`config.mk`:
```
export PLATFORM = sky130hd
export DESIGN_NAME = rs232_tx_serialiser_flat
export DESIGN_NICKNAME = d
export VERILOG_FILES = /design/src/rtl/rs232_tx_serialiser_pkg.sv /design/src/rtl/rs232_tx_serialiser_if.sv /design/src/rtl/rs232_tx_serialiser_byte_fifo.sv /design/src/rtl/rs232_tx_serialiser.sv /design/src/flat_wrapper.sv
export SDC_FILE = /design/constraint.sdc
export NUM_CORES = 1
export LEC_CHECK = 0
export CAP_MARGIN = 20
export CELL_PAD_IN_SITES_DETAIL_PLACEMENT = 1
export CELL_PAD_IN_SITES_GLOBAL_PLACEMENT = 1
export CORE_MARGIN = 10
export CORE_UTILIZATION = 51
export CTS_CLUSTER_SIZE = 8
export DETAILED_ROUTE_END_ITERATION = 12
export PLACE_DENSITY = 0.87
export SLEW_MARGIN = 20
export SYNTH_ARGS = -nofsm -noshare
export SYNTH_HDL_FRONTEND = slang
export SYNTH_SLANG_ARGS = --single-unit
```
`constraint.sdc`:
```
create_clock -name clk -period 4.1 [get_ports clk]
set_clock_uncertainty 0.15 [all_clocks]
set_input_delay 0.82 -clock clk [delete_from_list [all_inputs] [get_ports clk]]
set_output_delay 0.82 -clock clk [all_outputs]
set_load 0.005 [all_outputs]
```
`src/rtl/rs232_tx_serialiser_pkg.sv`:
```
// rs232_tx_serialiser_pkg: shared FSM encoding, frame constants and baud divider helper
package rs232_tx_serialiser_pkg;
  typedef enum logic [1:0] {IDLE, START, DATA, STOP} tx_state_e;
  localparam int DATA_BITS = 8;
  localparam int STOP_BITS = 1;
  function automatic int clks_per_bit(input int clock_frequency, input int baud_rate);
    return clock_frequency / baud_rate;
  endfunction
endpackage

```
`src/rtl/rs232_tx_serialiser_if.sv`:
```
// rs232_tx_serialiser_if: 32-bit stb/ack stream feeding the serialiser
interface rs232_tx_serialiser_if;
  logic [31:0] in_data;
  logic        in_stb;
  logic        in_ack;
  modport master (output in_data, output in_stb, input in_ack);
  modport slave (input in_data, input in_stb, output in_ack);
endinterface

```
`src/rtl/rs232_tx_serialiser_byte_fifo.sv`:
```
// byte_fifo: circular buffer with occupancy count, async active-low reset
module byte_fifo
  import rs232_tx_serialiser_pkg::*;
#(
  parameter int WIDTH = 8,
  parameter int DEPTH = 16,
  localparam int AW = $clog2(DEPTH),
  localparam int CW = AW + 1
) (
  input  logic             clk,
  input  logic             rst,
  input  logic             push,
  input  logic             pop,
  input  logic [WIDTH-1:0] din,
  output logic [WIDTH-1:0] dout,
  output logic             full,
  output logic             empty,
  output logic [CW-1:0]    count
);
  logic [WIDTH-1:0] mem_q [DEPTH];
  logic [AW-1:0]    rd_q, wr_q;
  logic [CW-1:0]    count_q;
  logic             do_push, do_pop;
  assign do_push = push && !full;
  assign do_pop  = pop && !empty;
  assign full    = count_q == CW'(DEPTH);
  assign empty   = count_q == '0;
  assign count   = count_q;
  assign dout    = mem_q[rd_q];
  always_ff @(posedge clk or negedge rst) begin
    if (!rst) begin
      rd_q    <= '0;
      wr_q    <= '0;
      count_q <= '0;
    end else begin
      if (do_push) wr_q <= wr_q + AW'(1);
      if (do_pop) rd_q <= rd_q + AW'(1);
      count_q <= count_q + CW'(do_push) - CW'(do_pop);
    end
  end
  always_ff @(posedge clk) if (do_push) mem_q[wr_q] <= din;
endmodule

```
`src/rtl/rs232_tx_serialiser.sv`:
```
// rs232_tx_serialiser: buffers stream bytes and sends them as 8N1 frames, LSB first
module rs232_tx_serialiser
  import rs232_tx_serialiser_pkg::*;
#(
  parameter int CLOCK_FREQUENCY = 100000000,
  parameter int BAUD_RATE       = 115200,
  parameter int FIFO_DEPTH      = 16
) (
  input  logic                  clk,
  input  logic                  rst,
  rs232_tx_serialiser_if.slave  bus,
  output logic                  tx,
  output logic                  busy
);
  localparam int CLKS_PER_BIT = clks_per_bit(CLOCK_FREQUENCY, BAUD_RATE);
  localparam int BW = $clog2(CLKS_PER_BIT);
  localparam int CW = $clog2(FIFO_DEPTH) + 1;
  localparam int IW = $clog2(DATA_BITS);
  tx_state_e     state_q;
  logic [BW-1:0] baud_q;
  logic [IW-1:0] bit_q;
  logic [7:0]    shift_q, dout;
  logic          tx_q, busy_q, ack_q;
  logic          push, pop, full, empty, bit_end;
  logic [CW-1:0] count, count_d;
  logic          unused_hi;
  assign unused_hi  = ^bus.in_data[31:8];
  assign bus.in_ack = ack_q;
  assign tx         = tx_q;
  assign busy       = busy_q;
  assign push       = bus.in_stb && ack_q && !full;
  assign bit_end    = baud_q == BW'(CLKS_PER_BIT - 1);
  // a pop at the end of STOP chains straight into the next START
  assign pop        = !empty && (state_q == IDLE || (state_q == STOP && bit_end));
  assign count_d    = count + CW'(push) - CW'(pop);
  byte_fifo #(.WIDTH(8), .DEPTH(FIFO_DEPTH)) u_fifo (
    .clk   (clk),
    .rst   (rst),
    .push  (push),
    .pop   (pop),
    .din   (bus.in_data[7:0]),
    .dout  (dout),
    .full  (full),
    .empty (empty),
    .count (count)
  );
  // tx follows the state one cycle later, so every bit keeps its full width
  always_ff @(posedge clk or negedge rst) begin
    if (!rst) begin
      state_q <= IDLE;
      baud_q  <= '0;
      bit_q   <= '0;
      shift_q <= '0;
      tx_q    <= 1'b1;
      busy_q  <= 1'b0;
      ack_q   <= 1'b0;
    end else begin
      ack_q  <= count_d < CW'(FIFO_DEPTH);
      busy_q <= !empty || state_q != IDLE;
      tx_q   <= state_q == START ? 1'b0 : state_q == DATA ? shift_q[0] : 1'b1;
      baud_q <= (state_q == IDLE || bit_end) ? '0 : baud_q + BW'(1);
      if (pop) begin
        shift_q <= dout;
        state_q <= START;
      end else if (bit_end) begin
        case (state_q)
          START: begin
            state_q <= DATA;
            bit_q   <= '0;
          end
          DATA: begin
            shift_q <= shift_q >> 1;
            bit_q   <= bit_q + IW'(1);
            if (bit_q == IW'(DATA_BITS - 1)) state_q <= STOP;
          end
          STOP: state_q <= IDLE;
          default: state_q <= IDLE;
        endcase
      end
    end
  end
endmodule

```
`src/flat_wrapper.sv`:
```
// flat-port wrapper written by rule: the top's interface ports become plain ports
module rs232_tx_serialiser_flat import rs232_tx_serialiser_pkg::*;
#(
  parameter int CLOCK_FREQUENCY = 100000000,
  parameter int BAUD_RATE       = 115200,
  parameter int FIFO_DEPTH      = 16
)
  (clk, rst, tx, busy, bus_in_data, bus_in_stb, bus_in_ack);
  rs232_tx_serialiser_if bus_i ();
  input  logic clk;
  input  logic rst;
  output logic tx;
  output logic busy;
  input wire logic [$bits(bus_i.in_data)-1:0] bus_in_data;
  input wire logic [$bits(bus_i.in_stb)-1:0] bus_in_stb;
  output wire logic [$bits(bus_i.in_ack)-1:0] bus_in_ack;
  assign bus_i.in_data = bus_in_data;
  assign bus_i.in_stb = bus_in_stb;
  assign bus_in_ack = bus_i.in_ack;
  rs232_tx_serialiser #(.CLOCK_FREQUENCY(CLOCK_FREQUENCY), .BAUD_RATE(BAUD_RATE), .FIFO_DEPTH(FIFO_DEPTH)) u_core (.clk(clk), .rst(rst), .bus(bus_i), .tx(tx), .busy(busy));
endmodule
```
* Word-level counts from Yosys, hierarchy flattened *
Memory sizes are Yosys's and may differ from the RTL's.
Cells that the tools add are included.

storage, ports and cells
  output and inout port bits = 3
  bits in registers = 39
  input bits = 35
  bits in writable memories = 128
  memories = 1
  logic and storage cells = 61

memory list
  memory               words  bits a word  rd ports  clocked after memory_dff  wr ports  RTL line                             source
  u_core.u_fifo.mem_q  16     8            1         0                         1         rs232_tx_serialiser_byte_fifo.sv:20  logic [WIDTH-1:0] mem_q [DEPTH];

operators by class
  order comparisons = 1
  add/subtract/negate cells = 8
  bitwise operators = 1
  muxes and demuxes = 13
  equal/unequal tests = 7
  reductions and logical operators = 20

operators by type and width
  kind                                                    number
  two-way mux 8 bit                                       3
  adder 10 x 1 -> 10 bit (second input constant)          1
  adder 5 x 1 -> 5 bit                                    2
  equality test 10 bit (second input constant)            1
  two-way mux 10 bit                                      1
  subtractor 5 x 1 -> 5 bit                               2
  adder 4 x 1 -> 4 bit (second input constant)            2
  nonzero test 2 bit                                      4
  logical AND 1 bit                                       6
  two-way mux 2 bit                                       3
  one-hot mux 3 bit (2 select lines)                      1
  equality test 5 bit (second input constant)             1
  zero test 5 bit                                         1
  < comparator 5 bit (second input constant)              1
  equality test 2 bit (second input constant)             2
  two-way mux 1 bit                                       4
  one-hot mux 2 bit (2 select lines)                      1
  AND reduction 2 bit                                     2
  adder 3 x 1 -> 3 bit (second input constant)            1
  equality test 3 bit (second input constant)             1
  logical OR 1 bit                                        3
  inequality test 3 x 2 -> 1 bit (second input constant)  1
  AND reduction 3 bit                                     1
  equality test 2 x 1 -> 1 bit (second input constant)    1
  3 further kinds                                         4

* Logic depth before layout (Yosys ltp) *
Gate-level depths: netlist of the first run.

  word-level depth = 6
  gate-level depth with buffers = 14
  gate-level depth less buffers = 13

* Hierarchy *
From an unflattened synthesis of the first run, not the netlist that was laid out.

second synthesis, totals
  cell total of the unflattened synthesis = 454
  area, all modules = 7322.0 µm²

modules (own cells, without submodules)
  module               seq. area each (µm²)  cells each  times used  area each (µm²)
  byte_fifo            4169.0                319         1           5863.1
  rs232_tx_serialiser  651.9                 135         1           1458.9

* Worst setup path after synthesis of the first run *
OpenSTA, ideal clock, no wires.

  path type = reg2reg
  start = register u_core.u_fifo.count_q[3], in the netlist u_core.u_fifo.count[3]
  end = register u_core.u_fifo.count_q[4], in the netlist u_core.u_fifo.count[4]
  data arrival time = 2.928 ns
  required time = 3.871 ns
  library setup time = 0.079 ns
  cell stages (with the launch flop) = 15
  slack = 0.943 ns
  path buffers = 1
  period minus slack after synthesis = 3.157 ns
  path through = dfrtp_1 -> inv_1 -> ha_1 -> or4b_4 -> and2_4 -> a22o_4 -> buf_4 -> ha_1 -> inv_1 -> ha_1 -> fa_1 -> a21oi_1 -> nor2_1 -> nor2_1 -> xor2_1

between the ends
  elaborated cells between the ends (all ways) = 10
  classes of those cells = add/sub (2); eq/ne (1); reduce/logical (7)

RTL lines
  item                            RTL line                                                        source
  start: declaration              rs232_tx_serialiser_byte_fifo.sv:22                             logic [CW-1:0] count_q;
  start signal: assignment        rs232_tx_serialiser_byte_fifo.sv:38                             count_q <= count_q + CW'(do_push) - CW'(do_pop);
  zero test 5 bit (*)             rs232_tx_serialiser_byte_fifo.sv:27                             assign empty = count_q == '0;
  zero test 1 bit (*)             rs232_tx_serialiser_byte_fifo.sv:25, rs232_tx_serialiser.sv:34
  logical AND 1 bit               rs232_tx_serialiser.sv:34                                       assign pop = !empty && (state_q == IDLE || (state_q == STOP && bit_end));
  logical AND 1 bit (*)           rs232_tx_serialiser_byte_fifo.sv:25                             assign do_pop = pop && !empty;
  named net u_core.u_fifo.do_pop  rs232_tx_serialiser_byte_fifo.sv:23                             logic do_push, do_pop;
  subtractor 5 x 1 -> 5 bit (*)   rs232_tx_serialiser_byte_fifo.sv:38

Mark *: on every way through the listed nets, which the timed path passes. The rest lies on a longest branch.
A chain may end at the register's enable or synchronous reset.

* Worst setup path in the final report of the first run *
  start = register u_core.u_fifo.count_q[3], in the netlist u_core.u_fifo.count[3]
  end = register u_core.u_fifo.count_q[4], in the netlist u_core.u_fifo.count[4]

between the ends
  longest elaborated chain between the ends = 6
  elaborated cells between the ends (all ways) = 10
  classes of those cells = add/sub (2); eq/ne (1); reduce/logical (7)

RTL lines
  item                           RTL line                                                        source
  equality test 5 bit            rs232_tx_serialiser_byte_fifo.sv:26                             assign full = count_q == CW'(DEPTH);
  zero test 1 bit                rs232_tx_serialiser_byte_fifo.sv:24, rs232_tx_serialiser.sv:31
  logical AND 1 bit              rs232_tx_serialiser.sv:31                                       assign push = bus.in_stb && ack_q && !full;
  logical AND 1 bit              rs232_tx_serialiser_byte_fifo.sv:24                             assign do_push = push && !full;
  adder 5 x 1 -> 5 bit           rs232_tx_serialiser_byte_fifo.sv:38
  subtractor 5 x 1 -> 5 bit (*)  rs232_tx_serialiser_byte_fifo.sv:38

Mark *: on every way between the ends. The rest lies on a longest branch, timed or not.

==> results of run 1 <==
-- final timing paths --
check	cells after the start	endpoint
max in group asynchronous	1	u_core.u_fifo.rd_q[1]
worst max register to register	13	u_core.u_fifo.count[4]
worst max-delay path	13	u_core.u_fifo.count[4]
worst min register to register	2	u_core.tx
min in group asynchronous	1	u_core.u_fifo.rd_q[0]
worst min-delay path	2	u_core.tx
-- area by class of cell --
type	count	share of cell area, %
clock buffer	17	5.422
sequential	167	61.47
clock inverter	15	2.408
timing repair buffer	19	2.169
tap	176	2.807
inverter	16	0.7654
multi-input combinational	212	24.96
-- state kept, by name, indices dropped and copies added, names as in the netlist --
name                 flops
u_core.u_fifo.rd_q       4
u_core.u_fifo.count      5
u_core.shift_q           8
u_core.u_fifo.mem_q    128
u_core.baud_q           10
u_core.bit_q             3
u_core.bus.in_ack        1
u_core.u_fifo.wr_q       4
u_core.tx                1
u_core.busy              1
u_core.state_q           2
-- synthesized netlist by cell type, types with 4 or more instances --
master	number	area share [%]
xor2_1	9	1.1
xnor2_1	9	1.1
mux4_2	32	10
buf_1	4	0.22
clkbuf_1	5	0.27
o21ai_0	12	0.87
nand3_1	5	0.36
ha_1	20	3.6
nand2_1	34	1.8
a22oi_1	16	1.7
buf_2	5	0.36
a21oi_1	6	0.43
mux2i_1	7	1.0
edfxtp_1	128	56
nand2b_1	4	0.36
nor3_1	4	0.29
dfrtp_1	38	14
inv_1	16	0.87
nor2_1	26	1.4
-- stage by stage --
stage	cell area [sq um]	setup slack [ps]	util (%)	std cells	total power, mW
detailed placement	7232	612.6	54.61	590	1.897
global placement	7232	764.2	54.61	590	1.892
CTS	7846	602.7	59.25	622	3.529
floorplan	6917	943.1	-	411	1.859
global route	7846	375.5	59.25	622	3.602
finish	7846	609.5	59.25	622	3.512
-- cells by family after synthesis --
kind of cell	Yosys count	synth area share, %
XOR/XNOR	18	2.279
buffers and inverters	32	1.990
AND/OR/NAND/NOR	89	6.151
adder cells (fa/ha/maj)	21	3.907
AO/OA/AOI/OAI	43	4.161
multiplexers	41	11.81
flip-flops	167	69.70
-- metal layers --
metal,vias to the layer above,part of all wire [%]
met1,1894,39
met5,-,0
met4,0,1.7
li1,1608,-
met3,20,5.6
met2,105,54
-- worst max-delay path: cells and delay by family (launching register included) --
kind            cells  cell delay [ps]
compound gates      2              480
xor+xnor            1              190
buf+inv             2              160
flops               1              390
simple gates        4              860
fa+ha+maj           4             1170
-- power by group --
group | internal, mW | total (mW) | switching (mW) | leakage (nW)
clock network | 0.972 | 1.65 | 0.679 | 0.296
logic | 0.00784 | 0.0369 | 0.0291 | 0.886
registers | 1.82 | 1.82 | 0 | 1.62
==> flow_summary.json, run 1 <==
{
  "post_cts_resized": 0,
  "yosysSeqAreaShare_pct": 69.70,
  "p_per_area_nw_per_um2": 447.5,
  "r2r-start": "u_core.u_fifo.count[3]",
  "hold_ws_ps": 343.2,
  "grt_first_pass_wirelength_mm": 23.99,
  "layout-drive-gt1-share_pct": 18.83,
  "cts_tree": "built",
  "period_share_pct": 85.13,
  "seqCellArea_sq_um": 4823,
  "boundaryPins": 38,
  "drt-initial-drc-count": 249,
  "crit_path_cell_trace": "inv_1 -> ha_1 -> or4b_4 -> and2_4 -> a22o_4 -> ha_1 -> inv_1 -> ha_1 -> fa_1 -> a21oi_1 -> nor2_1 -> nor2_1 -> xor2_1",
  "dr.pass1.iters": 4,
  "dp_hpwl_mm": 9.615,
  "cp-startpoint": "u_core.u_fifo.count[3]",
  "grt_use_met3_pct": 4.686,
  "final_common_cell": "edfxtp_1",
  "setup-tns-final_ps": 0,
  "ir_worst_vdd_mv": 0.3865,
  "port_buffers": 13,
  "leakage_nw": 2.801,
  "vias_per_cell": 5.831,
  "netlist_area_sq_um": 6917,
  "drv_cap": 0,
  "area_growth_pct": 13.44,
  "end_kind": "register",
  "fill_cells": 1202,
  "ys_ff_latch": 167,
  "die_w_um": 136.5,
  "final_hold_viol_count": 0,
  "crit_required_ps": 4290,
  "grt_max_degree": 40,
  "nNetsFinal": 489,
  "layout_common_cells": "edfxtp_1, dfrtp_1, nand2_1",
  "outcome": "finished, final reports clean",
  "wl_per_cell_um": 24.28,
  "vias": 3627,
  "hold_class": "reg2reg",
  "cts_hold_buf": 0,
  "async_flop_share_pct": 23.35,
  "ys.flop_type": "edfxtp_1",
  "antenna_found_initial": 0,
  "routabilityCongestion": 0.7550,
  "worstSetupPathType": "reg2reg",
  "wirelength_mm": 15.10,
  "synth_cell_types": 45,
  "postCtsSetupBuffers": 0,
  "setup_viol": 0,
  "start_util_pct": 52.23,
  "drc_errors": 0,
  "drv_slew": 0,
  "syn_inst": 411,
  "clkTransAtPathRegs_ps": 60,
  "cts-root-buf": "clkbuf_16",
  "die_y_um": 136.5,
  "multi_input_area_sq_um": 1958,
  "die_area_sq_um": 18620,
  "core_sq_um": 13240,
  "grt-busiest-layer": "met2",
  "htree_levels": 4,
  "max_stage_delay_ps": 500,
  "grt_use_met2_pct": 29.56,
  "clock_path_buffers": 2,
  "finalCriticalPeriod_ps": 3491,
  "yosys_warnings": 0,
  "grt.overflow.total": 0,
  "max_slew_margin_pct": 40.17,
  "synth_area_per_cell_sq_um": 16.83,
  "critical_path.max_fanout": 23,
  "grt_pass1_vias": 3984,
  "critPathSlowestCell": "or4b_4",
  "synth-edff-count": 128,
  "worstHoldStart": "u_core.shift_q[0]",
  "diodes": 0,
  "syn-num-nets": 467,
  "startpoint_type": "register",
  "grtUsageMet1_pct": 21.63,
  "track_usage_pct": 17.64,
  "num_rows": 42,
  "worst_pin_slew_ps": 897.5,
  "rrSetupSlack_ps": 610,
  "cp.arrival_ps": 3680,
  "cts_buffers": 17,
  "clock_latency_ps": 430,
  "crit_top_cell": "ha_1",
  "timing.fmax_mhz": 286.5,
  "rsz0062_at_grt": "false",
  "ant_nets": 0,
  "cts.sink_count": 167
}
Note: power is estimated with default switching activity, not from simulation.
==> run 2: changes to the inputs <==
--- a/config.mk
+++ b/config.mk
@@ -8,11 +8,12 @@
 export CAP_MARGIN = 20
 export CELL_PAD_IN_SITES_DETAIL_PLACEMENT = 1
 export CELL_PAD_IN_SITES_GLOBAL_PLACEMENT = 1
-export CORE_MARGIN = 10
+export CORE_MARGIN = 5
 export CORE_UTILIZATION = 51
 export CTS_CLUSTER_SIZE = 8
 export DETAILED_ROUTE_END_ITERATION = 12
 export PLACE_DENSITY = 0.87
+export SKIP_LAST_GASP = 1
 export SLEW_MARGIN = 20
 export SYNTH_ARGS = -nofsm -noshare
 export SYNTH_HDL_FRONTEND = slang
==> run 2 against run 1 <==
Clock-buffer cell count increased by 1. Combinational power about the same. Register-to-register slack gained 90 ps. Clock power decreased by 5%. Critical path type unchanged. Die area shrank 14%.
==> flow_summary.json, run 2 (synthesized netlist as in run 1, its figures left out) <==
{
  "grt_first_pass_wirelength_mm": 23.57,
  "wl_per_cell_um": 23.82,
  "largest_reg_flops": 128,
  "power_mw": 3.432,
  "cts_hold_buf": 0,
  "postCtsSetupBuffers": 0,
  "dp_hpwl_mm": 9.276,
  "clock_path_buffers": 2,
  "timing.fmax_mhz": 294.2,
  "area_growth_pct": 12.93,
  "cts-root-buf": "clkbuf_16",
  "diodes": 0,
  "placed_area_sq_um": 7232,
  "finalCriticalPeriod_ps": 3399,
  "grt.overflow.total": 0,
  "period_share_pct": 82.91,
  "die_y_um": 126.5,
  "nNetsFinal": 489,
  "ant_nets": 0,
  "drt-initial-drc-count": 256,
  "max_slew_margin_pct": 39.35,
  "drv_cap": 0,
  "worst_pin_slew_ps": 906.3,
  "crit_required_ps": 4310,
  "drc_errors": 0,
  "htree_levels": 4,
  "drv_slew": 0,
  "grt_use_met3_pct": 5.002,
  "final_area_sq_um": 7811,
  "outcome": "finished, final reports clean",
  "cts_tree": "built",
  "cts_buffers": 17,
  "setup_viol": 0,
  "die_w_um": 126.5,
  "end_kind": "register",
  "rsz0062_at_grt": "false",
  "grtUsageMet1_pct": 25.11,
  "top_register": "u_core.u_fifo.mem_q",
  "final_common_cell": "edfxtp_1",
  "critical_path.max_fanout": 23,
  "grt_max_degree": 40,
  "cts.sink_count": 167,
  "track_usage_pct": 20.08,
  "grt_use_met2_pct": 34.03,
  "hold_class": "reg2reg",
  "instances_no_fill": 622,
  "vias_per_cell": 5.814,
  "start_util_pct": 52.02,
  "startpoint_type": "register",
  "vias": 3616,
  "routabilityCongestion": 0.7453,
  "clkTransAtPathRegs_ps": 60,
  "grt-busiest-layer": "met2",
  "layout-drive-gt1-share_pct": 18.61,
  "worstSetupPathType": "reg2reg",
  "num_rows": 42,
  "setup-tns-final_ps": 0,
  "fill_cells": 1176,
  "final_hold_viol_count": 0,
  "p_per_area_nw_per_um2": 439.3,
  "leakage_nw": 2.789,
  "die_area_sq_um": 15990,
  "antenna_found_initial": 0,
  "layout_common_cells": "edfxtp_1, dfrtp_1, nand2_1",
  "port_buffers": 13,
  "clock_latency_ps": 430,
  "boundaryPins": 38,
  "post_cts_resized": 0,
  "core_sq_um": 13300,
  "dr.pass1.iters": 4,
  "cp.arrival_ps": 3610,
  "ir_worst_vdd_mv": 0.3469,
  "grt_pass1_vias": 4010,
  "largestRegisters": "u_core.u_fifo.mem_q: 128 flops, u_core.baud_q: 10 flops, u_core.shift_q: 8 flops",
  "dpl.cell_count": 590,
  "wirelength_mm": 14.81
}
## run 2: cell count changes in the layout (fill, tap and decap cells not counted), sizes merged
| cell | before | now |
|---|---|---|
| bufinv | 3 | 2 |
| inv | 22 | 19 |
| clkinvlp | 2 | 1 |
| clkbuf | 17 | 18 |
| clkinv | 4 | 8 |
## run 2: metrics by stage
| stage | hold WS (ps) | setup slack (ps) | utilization (%) |
|---|---|---|---|
| 2_1_floorplan | 303.8 | 943.1 | - |
| 3_3_place_gp | 318.8 | 774.0 | 54.39 |
| 3_5_place_dp | 334.1 | 674.8 | 54.39 |
| 4_1_cts | 351.6 | 677.9 | 58.75 |
| 5_1_grt | 387.8 | 495.0 | 58.75 |
| 6_report | 348.4 | 700.8 | 58.75 |
## run 2: cell type report
type                            count  area [sq um]  share of cell area (%)
Timing Repair Buffer               19         170.2                   2.178
Sequential cell                   167          4823                   61.75
Inverter                           16         60.06                  0.7689
Tap cell                          176         220.2                   2.819
Clock inverter                     14         150.1                   1.922
Multi-Input combinational cell    212          1958                   25.07
Clock buffer                       18         429.2                   5.494
## run 2: worst max-delay path, stage by stage (launching register included)
cell	delay [ps]
dfrtp_1	410
inv_1	110
ha_1	170
or4b_4	500
and2_4	190
a22o_4	310
ha_1	320
inv_1	50
ha_1	200
fa_1	420
a21oi_1	160
nor2_1	70
nor2_1	120
xor2_1	150
## run 2: metal layers
| layer | part of all wire, % | routed length, um | vias to the layer above |
|---|---|---|---|
| met5 | 0 | 0 | - |
| met4 | 2.4 | 350 | 0 |
| met3 | 4.2 | 624 | 25 |
| met2 | 53 | 7780 | 81 |
| met1 | 41 | 6059 | 1913 |
| li1 | - | - | 1597 |
## run 2: path summary, 6_finish.rpt
path / slack [ps] / cells after the start / endpoint / from
max in group asynchronous: 2840 / 1 / u_core.u_fifo.rd_q[0] / rst
min reg2reg: 350 / 2 / u_core.tx / u_core.shift_q[0]
max: 700 / 13 / u_core.u_fifo.count[4] / u_core.u_fifo.count[2]
max reg2reg: 700 / 13 / u_core.u_fifo.count[4] / u_core.u_fifo.count[2]
min in group asynchronous: 360 / 1 / u_core.baud_q[8] / rst
min: 350 / 2 / u_core.tx / u_core.shift_q[0]
## run 2: report_power, final
| part | leakage [nW] | internal (mW) | total [mW] | switching (mW) |
|---|---|---|---|---|
| Combinational | 0.886 | 0.00785 | 0.0370 | 0.0291 |
| Clock | 0.284 | 0.902 | 1.57 | 0.669 |
| Sequential | 1.62 | 1.82 | 1.82 | 0 |
| Total | 2.79 | 2.73 | 3.43 | 0.699 |
==> run 3: changes to the inputs <==
==> constraint.sdc (replaced) <==
create_clock -name clk -period 3.2 [get_ports clk]
set_clock_uncertainty 0.15 [all_clocks]
set_input_delay 0.64 -clock clk [delete_from_list [all_inputs] [get_ports clk]]
set_output_delay 0.64 -clock clk [all_outputs]
set_load 0.005 [all_outputs]
==> run 3 against run 2 <==
Setup slack lost 620 ps. Sequential share of layout area shrank 1.9 points. Sequential power is 29% higher.
==> flow_summary.json, run 3 (synthesized netlist as in run 1, its figures left out) <==
{
  "die_area_sq_um": 15990,
  "htree_levels": 4,
  "dr.pass1.iters": 5,
  "layout-drive-gt1-share_pct": 23.13,
  "worstSetupPathType": "reg2reg",
  "wl_met3_um": 832,
  "cts_buffers": 17,
  "crit_family": "adder cells",
  "drc_errors": 0,
  "end_kind": "register",
  "final_hold_viol_count": 0,
  "instances_no_fill": 643,
  "setup_viol": 0,
  "finalCriticalPeriod_ps": 3124,
  "area_growth_pct": 16.48,
  "antenna_found_initial": 0,
  "layout_common_cells": "edfxtp_1, dfrtp_1, nand2_1",
  "hold_ws_ps": 207.6,
  "start_util_pct": 52.02,
  "rrSetupSlack_ps": 80,
  "max_slew_margin_pct": 36.92,
  "path_buf_inv": 2,
  "drt-initial-drc-count": 372,
  "cts.sink_count": 167,
  "routedLengthMet1_mm": 6.116,
  "boundaryPins": 38,
  "cts-root-buf": "clkbuf_16",
  "grt.overflow.total": 0,
  "die_w_um": 126.5,
  "largest_reg_flops": 128,
  "cts_tree": "built",
  "routed.top_layer": "met4",
  "outcome": "finished, final reports clean",
  "ir_worst_vdd_mv": 0.3805,
  "drv_cap": 0,
  "wl_met2_mm": 8.144,
  "crit_required_ps": 3390,
  "vias": 3824,
  "nNetsFinal": 510,
  "grt_max_degree": 40,
  "fill_cells": 1183,
  "final_common_cell": "edfxtp_1",
  "setup-tns-final_ps": 0,
  "core_sq_um": 13300,
  "die_y_um": 126.5,
  "timing.fmax_mhz": 320.1,
  "vias_per_cell": 5.947,
  "routabilityCongestion": 0.7488,
  "clock_path_buffers": 2,
  "reg2reg_to": "u_core.u_fifo.count[4]",
  "wl_per_cell_um": 24.03,
  "worst_slack_ps": 75.82,
  "seqCellArea_sq_um": 4822,
  "worst_pin_slew_ps": 946.3,
  "critical_path.max_fanout": 3,
  "num_rows": 42,
  "max_stage_delay_ps": 480,
  "startpoint_type": "register",
  "grt_pass1_vias": 4086,
  "crit_path_cell_trace": "inv_2 -> ha_4 -> or4b_4 -> and2_4 -> a22o_4 -> ha_4 -> inv_1 -> ha_4 -> fa_2 -> a21oi_2 -> nor2_1 -> nor2_1 -> xor2_1",
  "largestRegisters": "u_core.u_fifo.mem_q: 128 flops, u_core.baud_q: 10 flops, u_core.shift_q: 8 flops",
  "leakage_nw": 2.914,
  "track_usage_pct": 20.31,
  "grt_first_pass_wirelength_mm": 24.22,
  "diodes": 0,
  "pre_cts_slack_ps": -63.41,
  "top_register": "u_core.u_fifo.mem_q",
  "critPathSlowestCell": "or4b_4",
  "crit_top_cell": "ha_4",
  "hold_class": "in2async",
  "p_per_area_nw_per_um2": 558.1,
  "wirelength_mm": 15.45,
  "r2r-start": "u_core.u_fifo.count[2]",
  "cp.arrival_ps": 3310,
  "power_mw": 4.496,
  "drv_slew": 0,
  "port_buffers": 13,
  "ant_nets": 0,
  "dpl.cell_count": 605,
  "dp_hpwl_mm": 9.814,
  "period_share_pct": 97.63,
  "clock_latency_ps": 420,
  "clkTransAtPathRegs_ps": 60,
  "multi_input_area_sq_um": 2002,
  "reg2regPathDepth": 13
}
## run 3: changes by cell type in the layout (fill, tap and decap cells not counted), moves of 2 or more
cell       delta
ha_1          -3
bufinv_16     +2
inv_1         -2
clkinv_4      -2
buf_4        +20
inv_2         +2
ha_4          +3
## run 3: worst max-delay path by stage
stage / from / end / cells past startpoint
finish: u_core.u_fifo.count[2] / u_core.u_fifo.count[4] / 13
global route: u_core.u_fifo.count[2] / u_core.bus.in_ack / 13
detailed placement: u_core.u_fifo.count[2] / u_core.u_fifo.count[4] / 13
floorplan: u_core.u_fifo.count[3] / u_core.u_fifo.count[4] / 14
CTS: u_core.u_fifo.count[2] / u_core.u_fifo.count[4] / 13
global placement: u_core.u_fifo.count[3] / u_core.u_fifo.count[4] / 13
## run 3: cell type report
type                       count  share of cell area [%]
sequential                   167                   59.85
multi-input combinational    212                   24.85
clock buffer                  19                   5.374
timing repair buffer          40                   4.224
tap                          176                   2.733
clock inverter                13                   2.221
inverter                      16                  0.7455
## run 3: through the flow
step | util [%] | cell area, sq um
global placement | 55.33 | 7356
detailed placement | 55.33 | 7356
floorplan | - | 6917
global route | 60.60 | 8056
finish | 60.60 | 8056
CTS | 60.11 | 7991
## run 3: repair_timing
| action | CTS | global route |
|---|---|---|
| gates cloned | 0 | 0 |
| gates resized for setup | 3 | 6 |
| pin swaps | 2 | 5 |
| setup buffers | 2 | 4 |
| endpoints found under the setup margin | 1 | 1 |
| hold buffers | 0 | 0 |
## run 3: worst register-to-register path, cell delays in order, from the launching register on
cell	delay (ps)
dfrtp_1	410
inv_2	100
ha_4	140
or4b_4	480
and2_4	170
a22o_4	230
ha_4	260
inv_1	50
ha_4	160
fa_2	360
a21oi_2	160
nor2_1	80
nor2_1	110
xor2_1	170
## run 3: where the power goes
part / internal (mW) / leakage, nW / switching [mW]
clock network: 1.30 / 0.292 / 0.809
logic: 0.0101 / 1.00 / 0.0383
registers: 2.34 / 1.62 / 0
## run 3: routing by layer
metal | up-vias | track usage [%]
met5 | - | 0
met4 | 0 | 7.445
met3 | 34 | 3.783
met2 | 166 | 34.28
met1 | 1983 | 26.44
li1 | 1641 | -
